===== src/rtl/hazard_ctrl_stage_if.sv =====
// Pipeline hazard-control bundle between the ID/EX pipeline and the
// hazard controller. The master side supplies the ID/EX observations;
// the slave side is the hazard controller itself.
interface hazard_ctrl_stage_if #(
  parameter int CTRL_W = 13,
  parameter int REG_AW = 5
);
  logic [CTRL_W-1:0] id_ctrl;
  logic              id_valid;
  logic [REG_AW-1:0] id_rs1;
  logic [REG_AW-1:0] id_rs2;
  logic              id_uses_rs2;
  logic [REG_AW-1:0] ex_rd;
  logic              ex_mem_read;
  logic              branch_taken;
  logic [CTRL_W-1:0] ex_ctrl;
  logic              ex_valid;
  logic              pc_write;
  logic              if_id_write;
  logic              if_id_flush;
  logic [15:0]       bubble_cnt;

  modport master (
    output id_ctrl, id_valid, id_rs1, id_rs2, id_uses_rs2,
           ex_rd, ex_mem_read, branch_taken,
    input  ex_ctrl, ex_valid, pc_write, if_id_write, if_id_flush, bubble_cnt
  );

  modport slave (
    input  id_ctrl, id_valid, id_rs1, id_rs2, id_uses_rs2,
           ex_rd, ex_mem_read, branch_taken,
    output ex_ctrl, ex_valid, pc_write, if_id_write, if_id_flush, bubble_cnt
  );
endinterface


===== src/rtl/hazard_ctrl_stage.sv =====
// Load-use stall and branch flush controller for the ID->EX boundary.
// Taken branches open a FLUSH window, load-use hazards open a STALL window;
// either window injects bubbles into EX and bubble_cnt counts them.
module hazard_ctrl_stage #(
  parameter int CTRL_W       = 13,
  parameter int REG_AW       = 5,
  parameter int STALL_CYCLES = 1,
  parameter int FLUSH_CYCLES = 1
) (
  input logic              clk,
  input logic              rst_n,
  hazard_ctrl_stage_if.slave bus
);

  typedef enum logic [1:0] {RUN, STALL, FLUSH} state_t;

  // Window counters hold "remaining cycles after the next one", hence the -2.
  localparam logic [3:0] STALL_LOAD = 4'((STALL_CYCLES > 1) ? STALL_CYCLES - 2 : 0);
  localparam logic [3:0] FLUSH_LOAD = 4'((FLUSH_CYCLES > 1) ? FLUSH_CYCLES - 2 : 0);

  state_t            state;
  logic [3:0]        cnt;
  logic              hazard;
  logic              flushing;
  logic              stalling;
  logic              bubble;
  logic [CTRL_W-1:0] next_ctrl;

  // Hazard detection and per-cycle pipeline control decisions.
  always_comb begin
    // Reset gating keeps PC/IF-ID enabled while the pipeline is held in reset.
    hazard = rst_n & bus.id_valid & bus.ex_mem_read & (bus.ex_rd != REG_AW'(0)) &
             ((bus.ex_rd == bus.id_rs1) | (bus.id_uses_rs2 & (bus.ex_rd == bus.id_rs2)));
    flushing         = bus.branch_taken | (state == FLUSH);
    stalling         = ~flushing & (((state == RUN) & hazard) | (state == STALL));
    bubble           = flushing | stalling;
    next_ctrl        = bubble ? '0 : bus.id_ctrl;
    bus.pc_write     = ~stalling;
    bus.if_id_write  = ~stalling;
    bus.if_id_flush  = flushing;
  end

  // Window FSM, ID->EX control register and saturating bubble counter.
  always_ff @(posedge clk or negedge rst_n) begin
    if (!rst_n) begin
      state          <= RUN;
      cnt            <= '0;
      bus.ex_ctrl    <= '0;
      bus.ex_valid   <= 1'b0;
      bus.bubble_cnt <= '0;
    end else begin
      bus.ex_ctrl  <= next_ctrl;
      bus.ex_valid <= bubble ? 1'b0 : bus.id_valid;
      if (bubble && (bus.bubble_cnt != '1))
        bus.bubble_cnt <= bus.bubble_cnt + 16'd1;

      if (bus.branch_taken) begin
        // A taken branch pre-empts any open stall window.
        state <= (FLUSH_CYCLES == 1) ? RUN : FLUSH;
        cnt   <= FLUSH_LOAD;
      end else begin
        case (state)
          RUN: begin
            if (hazard && (STALL_CYCLES > 1)) begin
              state <= STALL;
              cnt   <= STALL_LOAD;
            end
          end
          STALL, FLUSH: begin
            if (cnt == '0) state <= RUN;
            else           cnt   <= cnt - 4'd1;
          end
          default: state <= RUN;
        endcase
      end
    end
  end

endmodule


===== src/flat_wrapper.sv =====
// flat-port wrapper written by rule: the top's interface ports become plain ports
module hazard_ctrl_stage_flat 
#(
  parameter int CTRL_W       = 13,
  parameter int REG_AW       = 5,
  parameter int STALL_CYCLES = 1,
  parameter int FLUSH_CYCLES = 1
)
  (clk, rst_n, bus_id_ctrl, bus_id_valid, bus_id_rs1, bus_id_rs2, bus_id_uses_rs2, bus_ex_rd, bus_ex_mem_read, bus_branch_taken, bus_ex_ctrl, bus_ex_valid, bus_pc_write, bus_if_id_write, bus_if_id_flush, bus_bubble_cnt);
  hazard_ctrl_stage_if #(.CTRL_W(CTRL_W), .REG_AW(REG_AW)) bus_i ();
  input logic clk;
  input logic rst_n;
  input wire logic [$bits(bus_i.id_ctrl)-1:0] bus_id_ctrl;
  input wire logic [$bits(bus_i.id_valid)-1:0] bus_id_valid;
  input wire logic [$bits(bus_i.id_rs1)-1:0] bus_id_rs1;
  input wire logic [$bits(bus_i.id_rs2)-1:0] bus_id_rs2;
  input wire logic [$bits(bus_i.id_uses_rs2)-1:0] bus_id_uses_rs2;
  input wire logic [$bits(bus_i.ex_rd)-1:0] bus_ex_rd;
  input wire logic [$bits(bus_i.ex_mem_read)-1:0] bus_ex_mem_read;
  input wire logic [$bits(bus_i.branch_taken)-1:0] bus_branch_taken;
  output wire logic [$bits(bus_i.ex_ctrl)-1:0] bus_ex_ctrl;
  output wire logic [$bits(bus_i.ex_valid)-1:0] bus_ex_valid;
  output wire logic [$bits(bus_i.pc_write)-1:0] bus_pc_write;
  output wire logic [$bits(bus_i.if_id_write)-1:0] bus_if_id_write;
  output wire logic [$bits(bus_i.if_id_flush)-1:0] bus_if_id_flush;
  output wire logic [$bits(bus_i.bubble_cnt)-1:0] bus_bubble_cnt;
  assign bus_i.id_ctrl = bus_id_ctrl;
  assign bus_i.id_valid = bus_id_valid;
  assign bus_i.id_rs1 = bus_id_rs1;
  assign bus_i.id_rs2 = bus_id_rs2;
  assign bus_i.id_uses_rs2 = bus_id_uses_rs2;
  assign bus_i.ex_rd = bus_ex_rd;
  assign bus_i.ex_mem_read = bus_ex_mem_read;
  assign bus_i.branch_taken = bus_branch_taken;
  assign bus_ex_ctrl = bus_i.ex_ctrl;
  assign bus_ex_valid = bus_i.ex_valid;
  assign bus_pc_write = bus_i.pc_write;
  assign bus_if_id_write = bus_i.if_id_write;
  assign bus_if_id_flush = bus_i.if_id_flush;
  assign bus_bubble_cnt = bus_i.bubble_cnt;
  hazard_ctrl_stage #(.CTRL_W(CTRL_W), .REG_AW(REG_AW), .STALL_CYCLES(STALL_CYCLES), .FLUSH_CYCLES(FLUSH_CYCLES)) u_core (.clk(clk), .rst_n(rst_n), .bus(bus_i));
endmodule

===== config.mk =====
export PLATFORM = sky130hd
export DESIGN_NAME = hazard_ctrl_stage_flat
export DESIGN_NICKNAME = d
export VERILOG_FILES = /design/src/rtl/hazard_ctrl_stage_if.sv /design/src/rtl/hazard_ctrl_stage.sv /design/src/flat_wrapper.sv
export SDC_FILE = /design/constraint.sdc
export NUM_CORES = 1
export LEC_CHECK = 0
export CAP_MARGIN = 0
export CELL_PAD_IN_SITES_DETAIL_PLACEMENT = 0
export CELL_PAD_IN_SITES_GLOBAL_PLACEMENT = 1
export CORE_MARGIN = 8
export CORE_UTILIZATION = 33
export CTS_BUF_LIST = sky130_fd_sc_hd__clkbuf_16
export CTS_CLUSTER_SIZE = 28
export DETAILED_ROUTE_END_ITERATION = 6
export MAX_ROUTING_LAYER = met4
export PLACE_DENSITY = 0.94
export SETUP_SLACK_MARGIN = 0.05
export SYNTH_ARGS = -nofsm -noshare
export SYNTH_HDL_FRONTEND = slang
export SYNTH_SLANG_ARGS = --single-unit

===== constraint.sdc =====
create_clock -name clk -period 2.8 [get_ports clk]
set_input_delay 0.56 -clock clk [delete_from_list [all_inputs] [get_ports clk]]
set_output_delay 0.56 -clock clk [all_outputs]
set_load 0.02 [all_outputs]

Word level (Yosys, flattened, before mapping)

Index checks and enable logic that the tools add are counted.

Flip-flop bits (word level): 36
Bits of input ports: 34
Output and inout bits: 33

Reduce and logical (&&, ||, !) cells: 8
Eq/ne operators: 8
Add/subtract/negate cells: 2
Bitwise operators: 13
Mux-type cells: 8

Operators with widths:

| kind                    | number |
|---|---|
| $add A16 B1 Y16 const B | 1 |
| $ne A16 B16 Y1 const B  | 1 |
| $mux W13                | 1 |
| $mux W4                 | 3 |
| $eq A5 B5 Y1            | 2 |
| $and A1 B1 Y1           | 7 |
| $reduce_bool A5 Y1      | 1 |
| $logic_not A4 Y1        | 1 |
| $mux W2                 | 2 |
| $ne A2 B2 Y1 const B    | 2 |
| $or A1 B1 Y1            | 4 |
| $pmux W2 S2             | 1 |
| $reduce_and A2 Y1       | 2 |
| $sub A4 B1 Y4 const B   | 1 |
| $ne A3 B2 Y1 const B    | 1 |
| $eq A2 B1 Y1 const B    | 1 |
| $eq A2 B2 Y1 const B    | 1 |
| $logic_not A2 Y1        | 1 |
| $not A1 Y1              | 2 |
| $reduce_bool A2 Y1      | 1 |
| $reduce_or A2 Y1        | 1 |
| $logic_and A1 B1 Y1     | 1 |
| $mux W1                 | 1 |

Longest topological paths before layout

Gate-level depths: netlist (run 1).

Word-level depth: 9
Mapped depth: 7
Depth with buffers taken out: 7

Worst setup path after synthesis (run 1)

No wires, ideal clock.

Path kind: input -> output
Start point: input port bus_ex_rd[4]
End point: output port bus_pc_write
Data arrival time: 1468 ps
Stages on the path: 5
Path buffers: 1
Slack: 772 ps
Cells stage by stage: xnor2_1 -> nand3_1 -> o22ai_1 -> nand3b_1 -> buf_4

Cells in the longest elaborated chain, start to end: 8
Elaborated cells on any way between the ends: 11

RTL lines:

| what            | line                    | RTL |
|---|---|---|
| from (decl)     | flat_wrapper.sv:18      | `input wire logic [$bits(bus_i.ex_rd)-1:0] bus_ex_rd;` |
| $eq A5 B5 Y1    | hazard_ctrl_stage.sv:33 | `((bus.ex_rd == bus.id_rs1) \| (bus.id_uses_rs2 & (bus.ex_rd == bus.id_rs2)));` |
| $and A1 B1 Y1   | hazard_ctrl_stage.sv:33 |  |
| $or A1 B1 Y1    | hazard_ctrl_stage.sv:33 |  |
| $and A1 B1 Y1 * | hazard_ctrl_stage.sv:32 | `hazard = rst_n & bus.id_valid & bus.ex_mem_read & (bus.ex_rd != REG_AW'(0)) &` |
| $and A1 B1 Y1 * | hazard_ctrl_stage.sv:35 | `stalling = ~flushing & (((state == RUN) & hazard) \| (state == STALL));` |
| $or A1 B1 Y1 *  | hazard_ctrl_stage.sv:35 |  |
| $and A1 B1 Y1 * | hazard_ctrl_stage.sv:35 |  |
| $not A1 Y1 *    | -                       |  |
| to (decl)       | flat_wrapper.sv:23      | `output wire logic [$bits(bus_i.pc_write)-1:0] bus_pc_write;` |

Every way passes the cells marked *; elsewhere a longest branch is shown, timed or not.

Final worst setup path (run 1)

Start point: input port bus_ex_rd[1]
End point: output port bus_pc_write

Cells in the longest elaborated chain, start to end: 8
Elaborated cells on any way between the ends: 11

RTL lines:

| what            | line                    | RTL |
|---|---|---|
| $eq A5 B5 Y1    | hazard_ctrl_stage.sv:33 |  |
| $and A1 B1 Y1   | hazard_ctrl_stage.sv:33 |  |
| $or A1 B1 Y1    | hazard_ctrl_stage.sv:33 |  |
| $and A1 B1 Y1 * | hazard_ctrl_stage.sv:32 |  |
| $and A1 B1 Y1 * | hazard_ctrl_stage.sv:35 |  |
| $or A1 B1 Y1 *  | hazard_ctrl_stage.sv:35 |  |
| $and A1 B1 Y1 * | hazard_ctrl_stage.sv:35 |  |
| $not A1 Y1 *    | hazard_ctrl_stage.sv:38 | `bus.pc_write = ~stalling;` |

Marked as above.

==> impl_results.md, run 1 <==
- Worst min path class: reg -> reg
- Crit path capture type: output pin
- Critical Path AT: about 2 ns
- CP Class: in -> out
- Reg2reg start: u_core.bus.bubble_cnt[0]
- Die Area: 6820 um^2
- Sw Share: between 20 and 30%
- Post-DP Area: approximately 2200 um^2
- Fin. Hold Viols: 0
- Cell count after synthesis: around 130
- Logic pwr share: 27.2%
- Leak: 0.957 nW
- Layout fillers: between 300 and 400
- Initial antenna violation count: 0
- DR iter-0 viols: 52
- Reg-to-reg slack, setup: about 0.72 ns
- IO Port Bufs: 66
- Via count: roughly 1200
- Final Cycle Share: between 90 and 100%
- Placement row count: 24
- Post-synth EDFFs: 0
- Mux contribution to synthesized area: 2.99%
- # IOs: 67
- Final cell count without fillers: ~250
- Peak VDD IR: 0.534 mV
- Router iterations before antenna repair: 4
- Starting utilization of the core area: around a third
- Worst-Margin Slew: roughly 0.45 ns
- Mapped Area: roughly 1500 um^2
- Synth Area in Compound Gates: under 10%
- H-tree depth: 2
- Clock share of power: 38.8%
- Setup tns final: 0 ns
- Period minus WS final: 2.57 ns
- Clock Skews: about 0.0056 ns
- Final wirelength: ~3600 um
- Setup ws final: 0.228 ns
- Main synth FF type: dfrtp_1
- Design area: 2360 um^2
- Die width: around 83 um
- Final core occ: 54.7%
- CTS sink cnt: 30
- Commonest cells in the netlist: dfrtp_1, and2_1, nand2_1
- Top-area cell type share of the netlist area: between 50% and 60%
- Data required time of the worst path: ~2.2 ns
- YS warnings: 0
- WL per Instance: ~14 um
- Clock buffer count from CTS: 5
- CP Max Fanout: 3
- Asr flop ratio synth: 100%
- Register bit total from synthesis: 30
- Syn-to-layout area delta: 61.6%
- ANT nets after route: 0
- Area leader, netlist: dfrtp_1
- Placed cell count: 243
- Avg Cell Area, Syn: between 10 and 15 um^2
- Antenna Diode Count: 0
- Clk pin slew, worst setup/hold paths: roughly 0.05 ns
- Clock Path Buffers: 2
- Internal power: 1.26 mW
- DPL Wire Length: approximately 2800 um
- Final net count: about 230
- Core region area: roughly 4300 um^2
- Routed vias/inst: 4.67
- Setup-failing EPs final: 0
- Largest net degree at the start of global routing: 31
- # DRC: 0
- Number of distinct library cells after synthesis: 37
- Root buf cell: clkbuf_16
- Sequential power share: ~34%
- Vias in the first global route: 1238
- Min-delay src: u_core.bus.bubble_cnt[6]
- Post-synthesis xor/xnor area fraction: a little under an eighth
- R2r endpoint: u_core.bus.bubble_cnt[14]
- Number of stages on the worst hold path: 1
- Maxcap violations: 0
- Largest family of logic cells by synthesized area: simple AND/OR/NAND/NOR gates
- Outcome: finished, final reports clean
- Clk_lat worst skew: about 0.27 ns
- Global Route Usage Sum: about 11%
- RSZ-0062 raised after global routing: false
- Post-Synth Adder-Cell Area: less than 1%
- Count leader, synth: dfrtp_1
- Pre-CTS worst setup slack: 0.00404 ns
- Pwr Density: about 750 nW/um^2
- Reg2Reg Depth: 6
- Worst Hold End: u_core.bus.bubble_cnt[6]
- Crit path launch type: input pin
- Syn_nets: ~160
- Sequential area share after synthesis: roughly 51%
- Simple-Gate Fraction of Synth Area: 26.5%
- Grt total ovfl: 0
- Vert. Die Dim: a little over 80 um
- Rel. slew slack: a little over two thirds
- CTS tree: built
- Layout cells sized above 1: about 12%
- Number of max-slew violations in the final report: 0
- Top cells by area, synth: dfrtp_1, and2_1, xnor2_1, xor2_1, nand2_1
- Max Freq: ~390 MHz
- Switching power total: 0.498 mW
- First-pass GRT wire length: approximately 5700 um
- GPL Wtd Cong: roughly 0.78
per-layer routing:
metal	up-vias	GRT usage, %	part of all wire [%]
met1	542	12.5	42
li1	573	-	-
met5	-	-	0
met3	6	6.28	13
met2	50	17.3	43
met4	0	3.62	0.91
metrics by stage:
| step | total power, mW | hold WS, ns |
|---|---|---|
| 2_1_floorplan | 0.835 | 0.264 |
| 3_5_place_dp | 1.10 | 0.509 |
| 6_report | 1.76 | 0.504 |
| 4_1_cts | 1.79 | 0.516 |
| 3_3_place_gp | 1.09 | 0.488 |
| 5_1_grt | 1.86 | 0.542 |
registers in the layout (all words and copies together), names as in the netlist:
register               cells
u_core.bus.bubble_cnt     16
u_core.bus.ex_ctrl        13
u_core.bus.ex_valid        1
layout make-up:
class                      instances  area, um^2  share of cell area, %
sequential                        30         751                   31.8
timing repair buffer              69         681                   28.8
multi-input combinational         90         671                   28.4
clock buffer                       5         125                   5.29
tap                               52        65.1                   2.75
clock inverter                     3        63.8                   2.70
inverter                           2        7.51                  0.318
worst max-delay path: stages:
cell,delay [ns]
clkdlybuf4s50_1,0.53
xnor2_1,0.13
nand3_1,0.09
o22ai_1,0.23
nand3b_1,0.13
dlygate4sd2_1,0.34
how the worst max path moves through the flow:
stage,start,end,slack [ns],cells after the start
after floorplan,bus_ex_rd[4],bus_pc_write,0.77,5
after global placement,bus_ex_rd[2],bus_if_id_write,0.009,6
after detailed placement,bus_ex_rd[2],bus_pc_write,0.004,6
after CTS,bus_ex_rd[1],bus_pc_write,0.23,6
after global routing,bus_ex_rd[2],bus_pc_write,0.09,6
final,bus_ex_rd[1],bus_pc_write,0.23,6
cells in the final DEF (no fill, tap or decap), drive strengths merged:
| cell | count |
|---|---|
| o21ai | 1 |
| nand2 | 12 |
| nor4b | 1 |
| clkinv | 1 |
| o31ai | 2 |
| nand2b | 1 |
| a21oi | 2 |
| nand4 | 4 |
| dfrtp | 30 |
| mux2 | 3 |
| nor2b | 1 |
| nor3 | 5 |
| o22ai | 1 |
| mux2i | 1 |
| nor4 | 5 |
| and3 | 1 |
| clkdlybuf4s50 | 64 |
| ha | 1 |
| nand3 | 4 |
| xor2 | 10 |
| bufinv | 2 |
| nor2 | 6 |
| xnor2 | 10 |
| inv | 2 |
| buf | 3 |
| nor3b | 1 |
| nand3b | 1 |
| and2 | 14 |
| dlygate4sd2 | 2 |
| clkbuf | 5 |
| or3 | 2 |
| o41a | 1 |
logic make-up (layout without fill, tap and decap cells):
kind of cell | after synthesis | after routing
mux | 4 | 4
flops | 30 | 30
simple gates | 58 | 58
compound gates | 7 | 7
xor+xnor | 20 | 20
buf+inv | 7 | 79
fa+ha+maj | 1 | 1
power by group through the flow:
stage | Sequential, mW | Combinational [mW] | Clock, mW
5_1_grt | 0.616 | 0.521 | 0.724
6_report | 0.601 | 0.479 | 0.684
2_1_floorplan | 0.688 | 0.147 | 0
4_1_cts | 0.603 | 0.490 | 0.698
3_3_place_gp | 0.606 | 0.482 | 0
3_5_place_dp | 0.609 | 0.486 | 0
what timing repair did:
action                     4_1_cts  5_1_grt
setup endpoints to repair        2        0
buffers inserted                 0        0
hold buffers                     0        0
resized for setup                2        0
(Power assumes the default switching activity.)
==> run 2, diff against run 1 <==
- CAP_MARGIN: 0 -> 10
==> results of run 2 <==
No change in the layout: final DEF, timing and power equal those of run 1.
